$ cat config.mk
export PLATFORM = sky130hd
export DESIGN_NAME = xor_checksum
export DESIGN_NICKNAME = d
export VERILOG_FILES = /design/src/rtl/xor_checksum.sv
export SDC_FILE = /design/constraint.sdc
export NUM_CORES = 1
export LEC_CHECK = 0
export BUFFER_PORTS_ARGS = -buffer_cell sky130_fd_sc_hd__buf_4
export CAP_MARGIN = 20
export CORE_ASPECT_RATIO = 0.75
export CORE_MARGIN = 2
export CORE_UTILIZATION = 35
export CTS_CLUSTER_SIZE = 16
export DETAILED_ROUTE_END_ITERATION = 7
export SLEW_MARGIN = 10
export SYNTH_ARGS = -nofsm -noshare
export SYNTH_HDL_FRONTEND = slang
export SYNTH_SLANG_ARGS = --single-unit
export TNS_END_PERCENT = 10
$ cat constraint.sdc
create_clock -name CLK -period 1.9 [get_ports CLK]
set_input_delay 0.38 -clock CLK [delete_from_list [all_inputs] [get_ports CLK]]
set_output_delay 0.38 -clock CLK [all_outputs]
set_load 0.05 [all_outputs]
$ cat src/rtl/xor_checksum.sv
// xor_checksum: folds each valid/ready frame of WIDTH-bit words into one XOR word,
//   a parity bit, a beat count and a force-close (overlength) flag.
// Latency: OUT_VALID rises one cycle after the closing beat is accepted.
// Backpressure: IN_READY is low while a result is pending (HOLD); OUT_READY drains it.
//
// Ports:
//   CLK, RST                       clock (rising edge), async active-high reset
//   IN_VALID/IN_READY/IN_DATA/IN_LAST   beat input stream
//   OUT_VALID/OUT_READY            frame result handshake
//   OUT_SUM, OUT_PARITY, OUT_COUNT, OUT_ERR   frame result fields
module xor_checksum #(
  parameter int WIDTH   = 8,
  parameter int MAX_LEN = 16,
  parameter bit ODD     = 1'b0,
  localparam int CW     = $clog2(MAX_LEN + 1)
) (
  input  logic             CLK,
  input  logic             RST,
  input  logic             IN_VALID,
  output logic             IN_READY,
  input  logic [WIDTH-1:0] IN_DATA,
  input  logic             IN_LAST,
  output logic             OUT_VALID,
  input  logic             OUT_READY,
  output logic [WIDTH-1:0] OUT_SUM,
  output logic             OUT_PARITY,
  output logic [CW-1:0]    OUT_COUNT,
  output logic             OUT_ERR
);

  typedef enum logic {
    ACC  = 1'b0,
    HOLD = 1'b1
  } state_t;

  state_t           r_state;
  state_t           w_state_nxt;
  logic [WIDTH-1:0] r_acc;
  logic [CW-1:0]    r_cnt;
  logic [WIDTH-1:0] r_sum;
  logic [CW-1:0]    r_count;
  logic             r_err;
  logic             w_accept;
  logic             w_close;

  assign w_accept = IN_VALID & IN_READY;
  // The beat being accepted is the MAX_LEN-th when cnt already holds MAX_LEN-1,
  // so the close decision is made on the pre-increment count.
  assign w_close  = w_accept & (IN_LAST | (r_cnt == CW'(MAX_LEN - 1)));

  always_ff @(posedge CLK or posedge RST) begin
    if (RST) begin
      r_state <= ACC;
    end else begin
      r_state <= w_state_nxt;
    end
  end

  always_comb begin
    w_state_nxt = r_state;
    IN_READY    = 1'b0;
    OUT_VALID   = 1'b0;
    case (r_state)
      ACC: begin
        IN_READY = 1'b1;
        if (w_close) begin
          w_state_nxt = HOLD;
        end
      end
      HOLD: begin
        OUT_VALID = 1'b1;
        if (OUT_READY) begin
          w_state_nxt = ACC;
        end
      end
      default: w_state_nxt = ACC;
    endcase
  end

  // Accumulator and result registers. Result fields are only written at a
  // close, so they stay put through HOLD and afterwards until the next close.
  always_ff @(posedge CLK or posedge RST) begin
    if (RST) begin
      r_acc   <= '0;
      r_cnt   <= '0;
      r_sum   <= '0;
      r_count <= '0;
      r_err   <= 1'b0;
    end else if (w_close) begin
      r_sum   <= r_acc ^ IN_DATA;
      r_count <= r_cnt + 1'b1;
      r_err   <= ~IN_LAST;
      r_acc   <= '0;
      r_cnt   <= '0;
    end else if (w_accept) begin
      r_acc   <= r_acc ^ IN_DATA;
      r_cnt   <= r_cnt + 1'b1;
    end
  end

  assign OUT_SUM    = r_sum;
  assign OUT_COUNT  = r_count;
  assign OUT_ERR    = r_err;
  // Odd sense inverts the reduction so that sum-plus-parity has odd weight.
  assign OUT_PARITY = ODD ? ~^r_sum : ^r_sum;

endmodule

==> results_dict.tcl, run 1 <==
set metrics [dict create \
    status "complete, no violations" \
    drc 0 \
    avgSynthCellArea_um2 10.3 \
    yosys.area.top_type "dfrtp_1" \
    mappedNetlistNets 149 \
    final_hold_viol_count 0 \
    ant_nets 0 \
    totalWireLength_um 2850 \
    critPathBufInv 2 \
    io_pins 30 \
    drtPass1Iterations 4 \
    nets 186 \
    cp_top_family "flip-flops" \
    worstPathArrival_ns 2.05 \
    dp_slack_ns 0.0772 \
    hold_path_class "input pin to asynchronous set/reset pin" \
    drv_cap 0 \
    htreeDepth 1 \
    die_y_um 58.3 \
    fmax_mhz 542 \
    cts_buffers 3 \
    antenna_found_initial 0 \
    hpwl_um 2000 \
    power_density_mw_per_mm2 1270 \
    first_iter_violations 97 \
    cts.clk_slew.worst_paths_ns 0.10 \
    combPwrFrac_pct 48.8 \
    p_int_uw 1330 \
    dieWidth_um 76.4 \
    track_usage_pct 13.4 \
    ys_seq_elements 28 \
    crit_slowest_cell "dfrtp_1" \
    layout_min_cycle_time_ns 1.84 \
    rows 19 \
    grt_pass1_wl_um 4600 \
    dp_cells 215 \
    diodes 0 \
    end_kind "flip-flop" \
    fin_ws_ns 0.0556 \
    tightest_slew_ns 0.348 \
    grt_max_degree 29 \
    core-area_mm2 0.00371 \
    power_leakage_uw 0.000841 \
    post_drt_wl_per_cell_um 12.8 \
    stdcell_count 222 \
    drive_gt1_share_pct 28.8 \
    seq_power_share_pct 34.6 \
    crit_fanout 11 \
    cpPeakStageDelay_ns 0.43 \
    die_area_mm2 0.00445 \
    relSlewSlack_pct 76.8 \
    grt_pass1_vias 1003 \
    syn_to_final_growth_pct 31.4 \
    required_ns 2.10 \
    clk_path_buf_depth 2 \
    p_total_uw 2300 \
    num-fill-cells 366 \
    fin_crit_sh_pct 97.1 \
    yosysTopAreaCellShare_pct 51.0 \
    rsz0062_at_grt "true" \
    clock-sinks 28 \
    finalWeightedCongestion 0.809 \
    vdd_drop_max_mv 1.20 \
    io_buffers 29 \
    synth_cell_types 25 \
    yosys-top-cells-area "dfrtp_1 51%, xnor2_1 10%, o21ai_0 8.7%" \
    overflow 0 \
    path_class "flip-flop to flip-flop" \
    setup_viol 0 \
    viasPerCell 4.71 \
    num_vias 1045 \
    clock_power_share_pct 16.6 \
    worstPathCellList "ha_4 -> and3_1 -> ha_2 -> nor4b_4 -> buf_4 -> buf_12 -> a21oi_1 -> mux2i_1" \
    fin_skew_ns 0.00593 \
    cts_root_buffer "clkbuf_8" \
    switching_share_pct 42.2 \
    cts_tree "done" \
    ys_warn_count 0 \
    netlist_area_mm2 0.00138 \
    timing.hold.ws_ns 0.147 \
    ys_seq_area_share_pct 51.0 \
    syn_inst 134 \
    p_sw_uw 972 \
    report.final.slew_viol_count 0 \
    clkLatencyLatePin_ns 0.28 \
    start_util_pct 37.1 \
    startpoint_type "flip-flop" \
]
## placed cells by master, fill, tap and decap left out, types with 2 or more instances in the layout
cell / Yosys / layout
buf_4: 1 / 35
dfrtp_1: 28 / 28
o21ai_0: 24 / 23
xnor2_1: 16 / 15
inv_1: 12 / 12
nand2_1: 11 / 11
a21oi_1: 9 / 9
mux2i_1: 9 / 9
clkbuf_8: 0 / 4
nor2_1: 3 / 3
a22o_1: 2 / 2
mux2_2: 2 / 2
o21ai_1: 1 / 2
## worst paths after layout
check	slack, ns	cells past startpoint	from	end
max	0.06	8	r_cnt[1]	r_cnt[2]
max reg2reg	0.06	8	r_cnt[1]	r_cnt[2]
min in group CLK	0.27	2	OUT_READY	r_state
max in group asynchronous	1.49	3	RST	OUT_COUNT[4]
min	0.15	3	RST	r_acc[1]
min reg2reg	0.49	1	r_acc[0]	r_acc[0]
## through the flow
step	instance area, um2	utilization (%)	TNS (ns)
final	1810	48.7	0
after global routing	1810	48.7	-0.0334
after CTS	1750	47.1	0
after detailed placement	1690	45.6	0
after global placement	1690	45.6	0
after floorplan	1380	-	0
## synthesized netlist by cell type (all sizes together)
cell,instances
nand2,11
and3,1
buf,3
o21ai,25
xor2,1
nand3,1
nor2,3
inv,12
a2bb2oi,1
ha,2
a21oi,9
nor2b,1
a21o,1
mux2,2
dfrtp,28
nand2b,1
xnor2,16
o22ai,1
clkbuf,3
mux2i,9
nor4b,1
a22o,2
## flip-flops by register name (all words and copies together), names as in the netlist
register	count
r_acc	8
OUT_ERR	1
r_cnt	5
OUT_COUNT	5
r_state	1
OUT_SUM	8
## power groups by stage
stage               Sequential, uW  Clock [uW]  Combinational [uW]
global route                   813         417                1180
floorplan                     1050           0                 519
detailed placement             808           0                1070
global placement               798           0                1060
CTS                            796         386                1070
finish                         797         383                1120
## worst reg2reg max path: stages, from the launching register on
cell and delay [ns]:
dfrtp_1 0.43, ha_4 0.18, and3_1 0.18, ha_2 0.19, nor4b_4 0.24, buf_4 0.18
buf_12 0.13, a21oi_1 0.08, mux2i_1 0.16
## layout make-up
cell class | instances | area [um2] | area share [%]
multi-input cells | 88 | 622 | 34.4
well taps | 52 | 65.1 | 3.60
inverters | 12 | 45.0 | 2.49
flip-flops and latches | 28 | 701 | 38.8
repair buffers | 38 | 319 | 17.7
clock buffers | 4 | 55.1 | 3.05
## layer usage
layer	vias to the layer above	GRT usage, %	share of wire (%)
li1	521	-	-
met1	503	18.2	50
met2	16	20.7	45
met3	5	2.49	2.3
met4	0	7.53	2.1
met5	-	0	0
## timing repair
| item | 4_1_cts | 5_1_grt |
|---|---|---|
| setup buffers | 0 | 2 |
| gates resized for setup | 0 | 5 |
| hold endpoints to repair | 0 | 0 |
| endpoints found under the setup margin | 0 | 14 |
| hold buffers | 0 | 0 |
## logic make-up (layout without fill, tap and decap cells)
group,count (synthesis),in the layout,synth area share (%)
xor+xnor,17,17,10.8
mux,11,11,8.19
simple gates,19,19,7.46
flops,28,28,51.0
compound gates,39,39,15.3
buf+inv,18,54,5.46
fa+ha+maj,2,2,1.82
Power figures use the tool's default switching activity.
==> run 2: changes to the inputs <==
--- a/config.mk
+++ b/config.mk
@@ -9,9 +9,10 @@
 export CAP_MARGIN = 20
 export CORE_ASPECT_RATIO = 0.75
 export CORE_MARGIN = 2
-export CORE_UTILIZATION = 35
+export CORE_UTILIZATION = 45
 export CTS_CLUSTER_SIZE = 16
 export DETAILED_ROUTE_END_ITERATION = 7
+export PLACE_DENSITY = 0.71
 export SLEW_MARGIN = 10
 export SYNTH_ARGS = -nofsm -noshare
 export SYNTH_HDL_FRONTEND = slang
==> run 2 against run 1 <==
- non-clock buffer count rose by 1
- sequential power grew 1%
- utilization increased by 13 points
- die area shrank 21%
- first-iteration DRC count down 2.1%
- combinational power barely moved
- clock skew decreased by 0.00050 ns
- register-to-register slack about the same
- worst setup slack improved by 0.012 ns
- sequential cell count unchanged
- worst hold slack improved by 0.00067 ns
- clock power rose by 23%
- largest cell class unchanged
- largest power group unchanged
- highest routed layer unchanged
==> results_dict.tcl, run 2 (synthesis results as in run 1) <==
set metrics [dict create \
    status "complete, no violations" \
    final_hold_viol_count 0 \
    timing.hold.ws_ns 0.148 \
    report.final.slew_viol_count 0 \
    finalWeightedCongestion 0.805 \
    clock-sinks 28 \
    relSlewSlack_pct 75.6 \
    hpwl_um 1960 \
    ant_nets 0 \
    rsz0062_at_grt "true" \
    dieWidth_um 67.8 \
    num_vias 1058 \
    totalWireLength_um 2860 \
    required_ns 2.11 \
    antenna_found_initial 0 \
    cp-startpoint "r_cnt[1]" \
    setup_viol 0 \
    hold_path_class "input pin to asynchronous set/reset pin" \
    clkLatencyLatePin_ns 0.28 \
    reg2reg_depth 7 \
    drive_gt1_share_pct 31.6 \
    overflow 0 \
    fin_skew_ns 0.00543 \
    p_total_uw 2390 \
    drc 0 \
    drv_cap 0 \
    core-area_mm2 0.00294 \
    r2r-end "r_acc[5]" \
    fin_crit_sh_pct 96.4 \
    grt_pass1_wl_um 4550 \
    vdd_drop_max_mv 0.762 \
    cts_buffers 3 \
    cts_root_buffer "clkbuf_8" \
    io_pins 30 \
    fmax_mhz 546 \
    worstPathCellList "ha_4 -> and3_4 -> ha_4 -> nor4b_4 -> buf_4 -> a21oi_1 -> mux2i_1" \
    num-fill-cells 251 \
    cts.clk_slew.worst_paths_ns 0.10 \
    rows 17 \
    syn_to_final_growth_pct 32.7 \
    die_area_mm2 0.00352 \
    end_kind "flip-flop" \
    post_drt_wl_per_cell_um 13.7 \
    grt_max_degree 29 \
    final_common_cell "buf_4" \
    track_usage_pct 17.4 \
    diodes 0 \
    cp_top_family "simple AND/OR/NAND/NOR gates" \
    r2r_setup_slack_ns 0.07 \
    path_class "flip-flop to flip-flop" \
    final_cell_mix "37 x buf_4, 28 x dfrtp_1, 24 x o21ai_0" \
    power_leakage_uw 0.000860 \
    tightest_slew_ns 0.364 \
    drtPass1Iterations 4 \
    final_util_pct 62.1 \
    cpPeakStageDelay_ns 0.44 \
    layout_min_cycle_time_ns 1.83 \
    r2r_start "r_cnt[1]" \
    grt_pass1_vias 1015 \
    die_y_um 51.9 \
    clk_path_buf_depth 2 \
    crit_fanout 5 \
    critPathBufInv 1 \
    worstPathArrival_ns 2.04 \
    crit_top_cell "ha_4" \
    startpoint_type "flip-flop" \
    viasPerCell 5.06 \
    start_util_pct 46.8 \
    htreeDepth 1 \
    power_density_mw_per_mm2 1310 \
    crit_slowest_cell "dfrtp_1" \
    io_buffers 29 \
    cts_tree "done" \
    nets 187 \
    first_iter_violations 95 \
]
## run 2: cell types whose count changed in the layout (fill, tap and decap cells not counted), sizes merged
cell,delta
bufinv,+1
buf,+2
clkbuf,-2
## run 2: routing by layer
layer / part of all wire, % / track usage, %
met1: 48 / 24.8
met2: 46 / 27.6
met3: 4.6 / 1.95
met4: 1.5 / 6.00
met5: 0 / 0
## run 2: worst min-delay path, delay by kind of cell
family / cells / cell delay [ns]
buffers and inverters: 3 / 0.47
## run 2: how the worst max path moves through the flow
stage	endpoint	slack [ns]	depth (start not counted)
final	r_acc[5]	0.07	7
after global routing	r_acc[0]	-0.02	7
after CTS	r_acc[7]	0.02	7
after detailed placement	r_acc[7]	0.02	7
after global placement	r_cnt[3]	0.13	7
after floorplan	OUT_PARITY	0.02	3
## run 2: timing repair
action	CTS	global route
gates resized for setup	1	12
hold buffers	0	0
endpoints found under the setup margin	10	13
gates cloned	0	2
buffers inserted	0	2
pin swaps	0	2
## run 2: area by class of cell
cell class / instances / area [um2] / area share (%)
sequential: 28 / 701 / 38.4
multi-input combinational: 88 / 659 / 36.1
timing repair buffer: 39 / 300 / 16.5
tap: 38 / 47.5 / 2.61
inverter: 12 / 45.0 / 2.47
clock buffer: 3 / 41.3 / 2.26
clock inverter: 1 / 30.0 / 1.65
## run 2: stage by stage
stage / worst slack (ns) / instances / cell area [um2] / TNS [ns]
CTS: 0.0194 / 205 / 1740 / 0
detailed placement: 0.0166 / 201 / 1660 / 0
global route: -0.0203 / 209 / 1820 / -0.0689
finish: 0.0677 / 209 / 1820 / 0
global placement: 0.133 / 201 / 1660 / 0
floorplan: 0.0247 / 134 / 1380 / 0
## run 2: power breakdown
part / internal, uW / switching (uW) / total, uW
Clock: 282 / 189 / 471
Sequential: 704 / 102 / 807
Combinational: 436 / 681 / 1120
==> run 3: changes to the inputs <==
==> constraint.sdc (replaced) <==
create_clock -name CLK -period 1.9 [get_ports CLK]
set_input_delay 0.38 -clock CLK [delete_from_list [all_inputs] [get_ports CLK]]
set_output_delay 0.38 -clock CLK [all_outputs]
set_load 0.1 [all_outputs]
==> run 3 against run 2 <==
- count of clock-buffer cells in the layout rose by 1
- worst hold slack improved by 0.011 ns
- worst setup slack got worse by 0.060 ns
- sequential share of layout area fell by 0.97 points
- first-iteration DRC count fell by 42%
- critical path depth fell by 3
- clock power fell by 23%
- global-route usage rose by 4.0 points
- clock skew rose by 0.00098 ns
- cell area rose by 4.3%
- critical path type is now flip-flop to primary output
- critical endpoint is now OUT_PARITY
==> results_dict.tcl, run 3 (synthesis results as in run 1) <==
set metrics [dict create \
    clock-sinks 28 \
    final_cell_mix "35 x buf_4, 24 x o21ai_0, 19 x dfrtp_1" \
    drc 0 \
    end_kind "primary output" \
    cts.hold.buffers_added 0 \
    start_util_pct 46.8 \
    grt_pass1_wl_um 5360 \
    crit_slowest_cell "dfrtp_2" \
    syn_to_final_growth_pct 38.3 \
    drtPass1Iterations 4 \
    status "complete, no violations" \
    wl_met2_um 1570 \
    cts_root_buffer "clkbuf_8" \
    r2r_setup_slack_ns 0.06 \
    r2r_start "r_cnt[0]" \
    overflow 0 \
    power_leakage_uw 0.000875 \
    num-fill-cells 232 \
    path_class "flip-flop to primary output" \
    startpoint_type "flip-flop" \
    worstPathArrival_ns 1.51 \
    power_density_mw_per_mm2 1600 \
    seqCellArea_um2 712 \
    post_drt_wl_per_cell_um 15.0 \
    dieWidth_um 67.8 \
    reg2reg_depth 9 \
    layout_min_cycle_time_ns 1.89 \
    die_y_um 51.9 \
    htreeDepth 1 \
    antenna_found_initial 0 \
    num_vias 1077 \
    track_usage_pct 21.4 \
    crit_fanout 3 \
    cts_tree "done" \
    report.final.slew_viol_count 0 \
    critPathBufInv 1 \
    fin_crit_sh_pct 99.6 \
    clkLatencyLatePin_ns 0.28 \
    io_buffers 29 \
    hold_path_class "input pin to asynchronous set/reset pin" \
    cp_top_family "XOR/XNOR gates" \
    cts_buffers 3 \
    tightest_slew_ns 0.355 \
    fmax_mhz 528 \
    vdd_drop_max_mv 1.15 \
    clk_path_buf_depth 2 \
    met1_length_um 1370 \
    totalWireLength_um 3170 \
    wl_met3_um 159 \
    final_hold_viol_count 0 \
    worstPathCellList "xnor2_2 -> xnor2_2 -> xnor2_4 -> buf_12" \
    routed.top_layer "met4" \
    grt_pass1_vias 1129 \
    die_area_mm2 0.00352 \
    drv_cap 0 \
    dp_slack_ns 0.0167 \
    drive_gt1_share_pct 39.3 \
    timing.hold.ws_ns 0.159 \
    grt_max_degree 29 \
    ant_nets 0 \
    core-area_mm2 0.00294 \
    multiInputGateArea_um2 678 \
    crit_top_cell "xnor2_2" \
    rows 17 \
    io_pins 30 \
    required_ns 1.52 \
    final_common_cell "buf_4" \
    diodes 0 \
    first_iter_violations 55 \
    nets 189 \
    viasPerCell 5.10 \
    hpwl_um 2130 \
    r2r-end "r_acc[2]" \
    fin_ws_ns 0.00723 \
    cts.clk_slew.worst_paths_ns 0.09 \
    setup_viol 0 \
    fin_skew_ns 0.00641 \
    relSlewSlack_pct 76.3 \
    rsz0062_at_grt "true" \
    cpPeakStageDelay_ns 0.45 \
    finalWeightedCongestion 0.775 \
]
run 3: cell types whose count changed in the layout (fill, tap and decap cells not counted), sizes merged:
| cell | before | now |
|---|---|---|
| buf | 39 | 41 |
| bufinv | 1 | 0 |
| clkbuf | 3 | 4 |
run 3: where the power goes:
group | internal [uW] | total (uW) | leakage [uW] | switching [uW]
clock network | 186 | 365 | 0.0000288 | 180
registers | 714 | 819 | 0.000351 | 105
logic | 625 | 1850 | 0.000495 | 1230
run 3: metrics by stage:
stage	std cells	TNS (ns)	total power, uW	cell area [um2]	utilization [%]
2_1_floorplan	134	-0.177	2120	1410	-
3_3_place_gp	201	0	2410	1700	57.8
3_5_place_dp	201	0	2440	1700	57.8
4_1_cts	211	-0.000489	3040	1870	63.9
5_1_grt	211	-0.0600	3170	1900	64.8
6_report	211	0	3040	1900	64.8
run 3: final cells by class:
type / count / share of cell area (%)
Multi-Input combinational cell: 88 / 35.7
Clock buffer: 4 / 2.89
Sequential cell: 28 / 37.4
Timing Repair Buffer: 41 / 19.1
Tap cell: 38 / 2.50
Inverter: 12 / 2.37
run 3: how the worst max path moves through the flow:
stage               startpoint          to  slack, ns  cells after the start
global placement    OUT_SUM[4]  OUT_PARITY       0.13                      4
floorplan           OUT_SUM[4]  OUT_PARITY      -0.18                      3
CTS                 OUT_SUM[4]  OUT_PARITY    -0.0005                      4
finish              OUT_SUM[2]  OUT_PARITY      0.007                      4
detailed placement    r_cnt[0]    r_acc[1]       0.02                      7
global route        OUT_SUM[4]  OUT_PARITY      -0.06                      4
run 3: metal layers:
layer	vias to the layer above	track usage [%]
li1	528	-
met1	511	27.4
met2	30	34.6
met3	8	5.84
met4	0	8.33
met5	-	0
run 3: repair_timing:
item / CTS / global route
buffers inserted: 4 / 0
resized for setup: 9 / 7
cloned: 2 / 0
pin swaps: 3 / 2
endpoints found under the setup margin: 2 / 11
run 3: worst min-delay path: stages:
cell and delay, ns:
buf_4 0.11, inv_1 0.04, buf_4 0.32
